==> src/rtl/tdm_demultiplexer_pkg.sv <==
// Shared definitions for the 4-channel TDM link (multiplexer and demultiplexer sides).
package tdm_demultiplexer_pkg;

   // Frame alignment tracker state
   typedef enum logic {
      HUNT   = 1'b0,
      LOCKED = 1'b1
   } state_t;

   localparam int NUM_SLOTS = 4;

   localparam logic [1:0] SLOT_A = 2'd0;
   localparam logic [1:0] SLOT_B = 2'd1;
   localparam logic [1:0] SLOT_C = 2'd2;
   localparam logic [1:0] SLOT_D = 2'd3;

endpackage

==> src/rtl/tdm_demultiplexer_if.sv <==
// Serial link input plus per-channel frame outputs of the TDM demultiplexer.
interface tdm_demultiplexer_if #(
   parameter int W = 2
);
   logic [W-1:0] DIN;
   logic         DIN_VALID;
   logic         FRAME_SYNC;
   logic [W-1:0] A;
   logic [W-1:0] B;
   logic [W-1:0] C;
   logic [W-1:0] D;
   logic         FRAME_VALID;
   logic [1:0]   SEL;
   logic         LOCKED;
   logic         SYNC_ERR;

   // Link driver / channel consumer side
   modport master (
      output DIN, DIN_VALID, FRAME_SYNC,
      input  A, B, C, D, FRAME_VALID, SEL, LOCKED, SYNC_ERR
   );

   // Demultiplexer side
   modport slave (
      input  DIN, DIN_VALID, FRAME_SYNC,
      output A, B, C, D, FRAME_VALID, SEL, LOCKED, SYNC_ERR
   );
endinterface

==> src/rtl/tdm_demultiplexer.sv <==
// Receive end of the 4-slot TDM link: locks onto FRAME_SYNC, stages slots 0..2,
// and publishes A..D atomically when slot 3 arrives.
module tdm_demultiplexer
   import tdm_demultiplexer_pkg::*;
#(
   parameter int W = 2
) (
   input logic                CLK,
   input logic                RST,
   tdm_demultiplexer_if.slave bus
);

   localparam int NUM_STAGE = NUM_SLOTS - 1;

   state_t         state_reg, state_next;
   logic [1:0]     sel_reg, sel_next;
   logic [W-1:0]   stage_reg [NUM_STAGE];
   logic           stage_load [NUM_STAGE];
   logic [W-1:0]   out_reg [NUM_SLOTS];
   logic           commit;
   logic           frame_valid_reg, frame_valid_next;
   logic           sync_err_reg, sync_err_next;

   // Next-state, slot counter and pulse decisions for each valid beat
   always_comb begin
      state_next       = state_reg;
      sel_next         = sel_reg;
      commit           = 1'b0;
      frame_valid_next = 1'b0;
      sync_err_next    = 1'b0;
      for (int i = 0; i < NUM_STAGE; i++) begin
         stage_load[i] = 1'b0;
      end

      if (bus.DIN_VALID) begin
         case (state_reg)
            HUNT: begin
               if (bus.FRAME_SYNC) begin
                  stage_load[0] = 1'b1;
                  sel_next      = SLOT_B;
                  state_next    = LOCKED;
               end
            end
            LOCKED: begin
               if (sel_reg == SLOT_A) begin
                  if (bus.FRAME_SYNC) begin
                     stage_load[0] = 1'b1;
                     sel_next      = SLOT_B;
                  end else begin
                     // Missing sync: drop the beat and search again
                     sync_err_next = 1'b1;
                     sel_next      = SLOT_A;
                     state_next    = HUNT;
                  end
               end else if (bus.FRAME_SYNC) begin
                  // Early sync: abandon partial frame, this beat starts a new one
                  sync_err_next = 1'b1;
                  stage_load[0] = 1'b1;
                  sel_next      = SLOT_B;
               end else if (sel_reg == SLOT_D) begin
                  commit           = 1'b1;
                  frame_valid_next = 1'b1;
                  sel_next         = SLOT_A;
               end else begin
                  for (int i = 1; i < NUM_STAGE; i++) begin
                     if (sel_reg == 2'(i)) begin
                        stage_load[i] = 1'b1;
                     end
                  end
                  sel_next = sel_reg + 2'd1;
               end
            end
            default: begin
               state_next = HUNT;
               sel_next   = SLOT_A;
            end
         endcase
      end
   end

   // State, slot counter and status pulses
   always_ff @(posedge CLK) begin
      if (RST) begin
         state_reg       <= HUNT;
         sel_reg         <= SLOT_A;
         frame_valid_reg <= 1'b0;
         sync_err_reg    <= 1'b0;
      end else begin
         state_reg       <= state_next;
         sel_reg         <= sel_next;
         frame_valid_reg <= frame_valid_next;
         sync_err_reg    <= sync_err_next;
      end
   end

   // One staging register per slot 0..2; slot 3 goes straight to the outputs
   generate
      for (genvar gi = 0; gi < NUM_STAGE; gi++) begin : g_stage
         // Capture DIN when this slot is accepted
         always_ff @(posedge CLK) begin
            if (RST) begin
               stage_reg[gi] <= '0;
            end else if (stage_load[gi]) begin
               stage_reg[gi] <= bus.DIN;
            end
         end
      end
   endgenerate

   // Output bank updated only on a complete frame so A..D never mix frames
   generate
      for (genvar gi = 0; gi < NUM_SLOTS; gi++) begin : g_out
         if (gi < NUM_STAGE) begin : g_staged
            // Publish staged slot on commit
            always_ff @(posedge CLK) begin
               if (RST) begin
                  out_reg[gi] <= '0;
               end else if (commit) begin
                  out_reg[gi] <= stage_reg[gi];
               end
            end
         end else begin : g_last
            // Publish the live slot-3 beat on commit
            always_ff @(posedge CLK) begin
               if (RST) begin
                  out_reg[gi] <= '0;
               end else if (commit) begin
                  out_reg[gi] <= bus.DIN;
               end
            end
         end
      end
   endgenerate

   assign bus.A           = out_reg[SLOT_A];
   assign bus.B           = out_reg[SLOT_B];
   assign bus.C           = out_reg[SLOT_C];
   assign bus.D           = out_reg[SLOT_D];
   assign bus.FRAME_VALID = frame_valid_reg;
   assign bus.SYNC_ERR    = sync_err_reg;
   assign bus.SEL         = sel_reg;
   assign bus.LOCKED      = (state_reg == LOCKED);

endmodule

==> src/flat_wrapper.sv <==
// flat-port wrapper written by rule: the top's interface ports become plain ports
module tdm_demultiplexer_flat import tdm_demultiplexer_pkg::*;
#(
   parameter int W = 2
)
  (CLK, RST, bus_DIN, bus_DIN_VALID, bus_FRAME_SYNC, bus_A, bus_B, bus_C, bus_D, bus_FRAME_VALID, bus_SEL, bus_LOCKED, bus_SYNC_ERR);
  tdm_demultiplexer_if #(.W(W)) bus_i ();
  input logic CLK;
  input logic RST;
  input wire logic [$bits(bus_i.DIN)-1:0] bus_DIN;
  input wire logic [$bits(bus_i.DIN_VALID)-1:0] bus_DIN_VALID;
  input wire logic [$bits(bus_i.FRAME_SYNC)-1:0] bus_FRAME_SYNC;
  output wire logic [$bits(bus_i.A)-1:0] bus_A;
  output wire logic [$bits(bus_i.B)-1:0] bus_B;
  output wire logic [$bits(bus_i.C)-1:0] bus_C;
  output wire logic [$bits(bus_i.D)-1:0] bus_D;
  output wire logic [$bits(bus_i.FRAME_VALID)-1:0] bus_FRAME_VALID;
  output wire logic [$bits(bus_i.SEL)-1:0] bus_SEL;
  output wire logic [$bits(bus_i.LOCKED)-1:0] bus_LOCKED;
  output wire logic [$bits(bus_i.SYNC_ERR)-1:0] bus_SYNC_ERR;
  assign bus_i.DIN = bus_DIN;
  assign bus_i.DIN_VALID = bus_DIN_VALID;
  assign bus_i.FRAME_SYNC = bus_FRAME_SYNC;
  assign bus_A = bus_i.A;
  assign bus_B = bus_i.B;
  assign bus_C = bus_i.C;
  assign bus_D = bus_i.D;
  assign bus_FRAME_VALID = bus_i.FRAME_VALID;
  assign bus_SEL = bus_i.SEL;
  assign bus_LOCKED = bus_i.LOCKED;
  assign bus_SYNC_ERR = bus_i.SYNC_ERR;
  tdm_demultiplexer #(.W(W)) u_core (.CLK(CLK), .RST(RST), .bus(bus_i));
endmodule
==> config.mk <==
export PLATFORM = sky130hd
export DESIGN_NAME = tdm_demultiplexer_flat
export DESIGN_NICKNAME = d
export VERILOG_FILES = /design/src/rtl/tdm_demultiplexer_pkg.sv /design/src/rtl/tdm_demultiplexer_if.sv /design/src/rtl/tdm_demultiplexer.sv /design/src/flat_wrapper.sv
export SDC_FILE = /design/constraint.sdc
export NUM_CORES = 1
export LEC_CHECK = 0
export CAP_MARGIN = 20
export CORE_MARGIN = 5
export CORE_UTILIZATION = 43
export CTS_BUF_LIST = sky130_fd_sc_hd__clkbuf_8 sky130_fd_sc_hd__clkbuf_16
export DETAILED_ROUTE_END_ITERATION = 16
export GPL_TIMING_DRIVEN = 0
export HOLD_SLACK_MARGIN = 0.12
export MAX_ROUTING_LAYER = met4
export PLACE_DENSITY_LB_ADDON = 0.15
export SYNTH_ARGS = -nofsm -noshare
export SYNTH_HDL_FRONTEND = slang
export SYNTH_SLANG_ARGS = --single-unit
==> constraint.sdc <==
create_clock -name CLK -period 1.6 [get_ports CLK]
set_input_delay 0.32 -clock CLK [delete_from_list [all_inputs] [get_ports CLK]]
set_output_delay 0.32 -clock CLK [all_outputs]
set_load 0.01 [all_outputs]
==> impl_metrics.toml <==
[run_status]
outcome = "complete, no violations"

[critical_path]
worst_ep_required_time_ps = 1280
timing.critical_path.max_delay_family = "buffers and inverters"
worst-path-max-fanout = 6
crit_chain = "clkdlybuf4s50_1"
critPathBufInv = 1
worstSetupStartpointType = "flip-flop"
criticalPathCategory = "reg -> out"
critPathMaxStageDelay_ps = 550
cp.arrival_ps = 1190
worst_setup_path_end_kind = "primary output"
crit_path_top_delay_cell = "sky130_fd_sc_hd__clkdlybuf4s50_1"

[drt]
via_count = 562
wl_per_cell_um = 13.61
drt_first_pass_iters = 4
final_antenna_net_count = 0
detail_route.drc_violations = 0
avgViaCountPerCell = 5.018
detailedRoute.firstIterationViolations = 17
wirelength_mm = 1.524

[finish]
final_common_cell = "sky130_fd_sc_hd__clkdlybuf4s50_1"
utilization = 0.5944
commonest_non_fill_non_tap_cells_in_the_layout = "15 x sky130_fd_sc_hd__clkdlybuf4s50_1, 14 x sky130_fd_sc_hd__edfxtp_1, 8 x sky130_fd_sc_hd__and3_1"
layout.nets = 98
max_ffs_per_register = 8
areaGrowthSynthToFinish_pct = 33.29
layout-drive-gt1-share = 0.2118
antenna_cells = 0
regArea_um2 = 524.3
multiInputGateArea_um2 = 321.6
fill_cells = 179

[sta]
timing.fmax_ghz = 0.6612
fin_ws_ps = 87.57
min_period_over_period = 0.9453
setup-tns-final_ps = 0
timing.hold.ws_ps = 289.7
relSlewSlack = 0.7242
fin_worst_skew_ps = 3.178
final_hold_vio_count = 0
timing_max_transition_violations_final = 0
max_slew.worst_pin.slew_ps = 413.0
setup_viol_count_final = 0
period_needed_ps = 1512
rsz_0062_raised_after_global_routing = "false"

[floorplan]
row_count = 16
io-pin-count = 19
core_region_area_um2 = 1922
die_width_um = 54.65
area_enclosed_by_the_die_boundary_um2 = 2986
initial_core_util = 0.4460
die-height_um = 54.65

[global_routing]
grt_pass1_wl_mm = 2.415
grt-ovfl-total = 0
number_of_global_route_vias_before_repair = 531
antenna_found_initial = 0
track_usage = 0.1210
grt_start_max_net_pins = 12

[synthesis]
yosysUniqueCellTypes = 22
synthesis.yosys.warnings = 0
synthesis.area_um2 = 857.1
fraction_of_the_yosys_area_taken_by_sequential_cells = 0.6073
synthCells = 63
synthesis.nets = 75
synth_seq_cells = 19
syn_area_per_cell_um2 = 13.60

[pwr]
report.power.total_uw = 983.5
switching_share = 0.2196
power_frac_comb = 0.099
power.ir.vdd_worst_uv = 516.7
clockPowerShare = 0.334
power.net_switching_uw = 216.0
p_leak_uw = 0.0004877
cellPowerDensity_nw_per_um2 = 860.9
power_report.internal_total_uw = 767.5
p_seq_frac = 0.567

[clocking]
cts.clk_slew.worst_paths_ps = 70
clock_root_buffer = "sky130_fd_sc_hd__clkbuf_8"
hold_buffers = 0
clock_tree_from_tritoncts = "built"
cts_max_level = 1
clkLatencyLatePin_ps = 250
numCtsBuffers = 3
cts_max_path_buffers = 2
cts_sinks = 19

[placed_design]
gp_routability_congestion = 0.6915
dp_slack_ps = -305.7
port_buffers = 17
dp_hpwl_mm = 1.061

[flow_run]
max_cap_viol_count = 0

[min_path]
hold_path_class = "in -> reg"
==> cell type report <==
class	count	area share
buffer	2	0.01972
inverter	3	0.009858
tap	27	0.02957
timing repair buffer	18	0.1599
clock inverter	1	0.004381
clock buffer	3	0.03614
multi-input combinational	39	0.2815
sequential	19	0.4589
==> synth_stat cells, drive strengths merged <==
master	instances	area, µm²
dfxtp	5	100.1
nor4	1	21.27
and3	12	80.08
a21oi	1	5.000
buf	2	22.52
and2	1	6.260
inv	3	11.26
nand2b	1	6.260
o22ai	1	6.260
nor3b	2	15.01
edfxtp	14	420.4
o21ai	1	5.000
a221oi	1	8.760
nor2b	1	6.260
nor3	2	10.01
o2bb2ai	1	8.760
ha	6	75.07
a21o	3	22.52
a311oi	1	8.760
nand2	4	17.52
==> stage by stage <==
step,instances,instance area [µm²]
global placement,107,1067
finish,112,1142
global route,112,1142
floorplan,63,863.3
CTS,111,1127
detailed placement,107,1067
==> routing by layer <==
layer  global-route usage  wire, µm
met2               0.1949       738
met5                    -         0
met4              0.06224        20
met3              0.02452        78
met1               0.1416       686
==> repair_timing <==
action                                  CTS  global route
buffers inserted                          0             1
endpoints found under the hold margin     0             0
gates resized for setup                   3             4
cloned                                    0             0
pin swaps                                 1             2
endpoints found under the setup margin   11            23
==> logic make-up (layout without fill, tap and decap cells) <==
group | after synthesis | count (layout) | synth area share
AOI/OAI and AO/OA | 9 | 9 | 0.07591
buffers and inverters | 5 | 27 | 0.03941
and+or+nand+nor | 24 | 24 | 0.1898
DFF | 19 | 19 | 0.6073
adders and majority gates | 6 | 6 | 0.08759
==> power by group through the flow <==
stage | clock (µW) | sequential (µW) | combinational, µW
2_1_floorplan | 0 | 572 | 40.4
3_3_place_gp | 0 | 567 | 92.9
3_5_place_dp | 0 | 567 | 94.1
4_1_cts | 337 | 556 | 98.5
5_1_grt | 362 | 559 | 105
6_report | 329 | 557 | 97.2
==> final timing paths <==
kind,depth (start not counted),slack (ps),start,end
setup reg to reg,4,90,u_core.bus.SEL[0]$_SDFFE_PP0P_,u_core.out_reg[2][1]$_SDFFCE_PN0P_
hold / removal,2,290,RST,u_core.bus.LOCKED$_SDFFE_PP0P_
hold reg to reg,1,510,u_core.bus.LOCKED$_SDFFE_PP0P_,u_core.bus.LOCKED$_SDFFE_PP0P_
setup / recovery,1,90,u_core.bus.SEL[0]$_SDFFE_PP0P_,bus_SEL[0]
(Power assumes the default switching activity.)
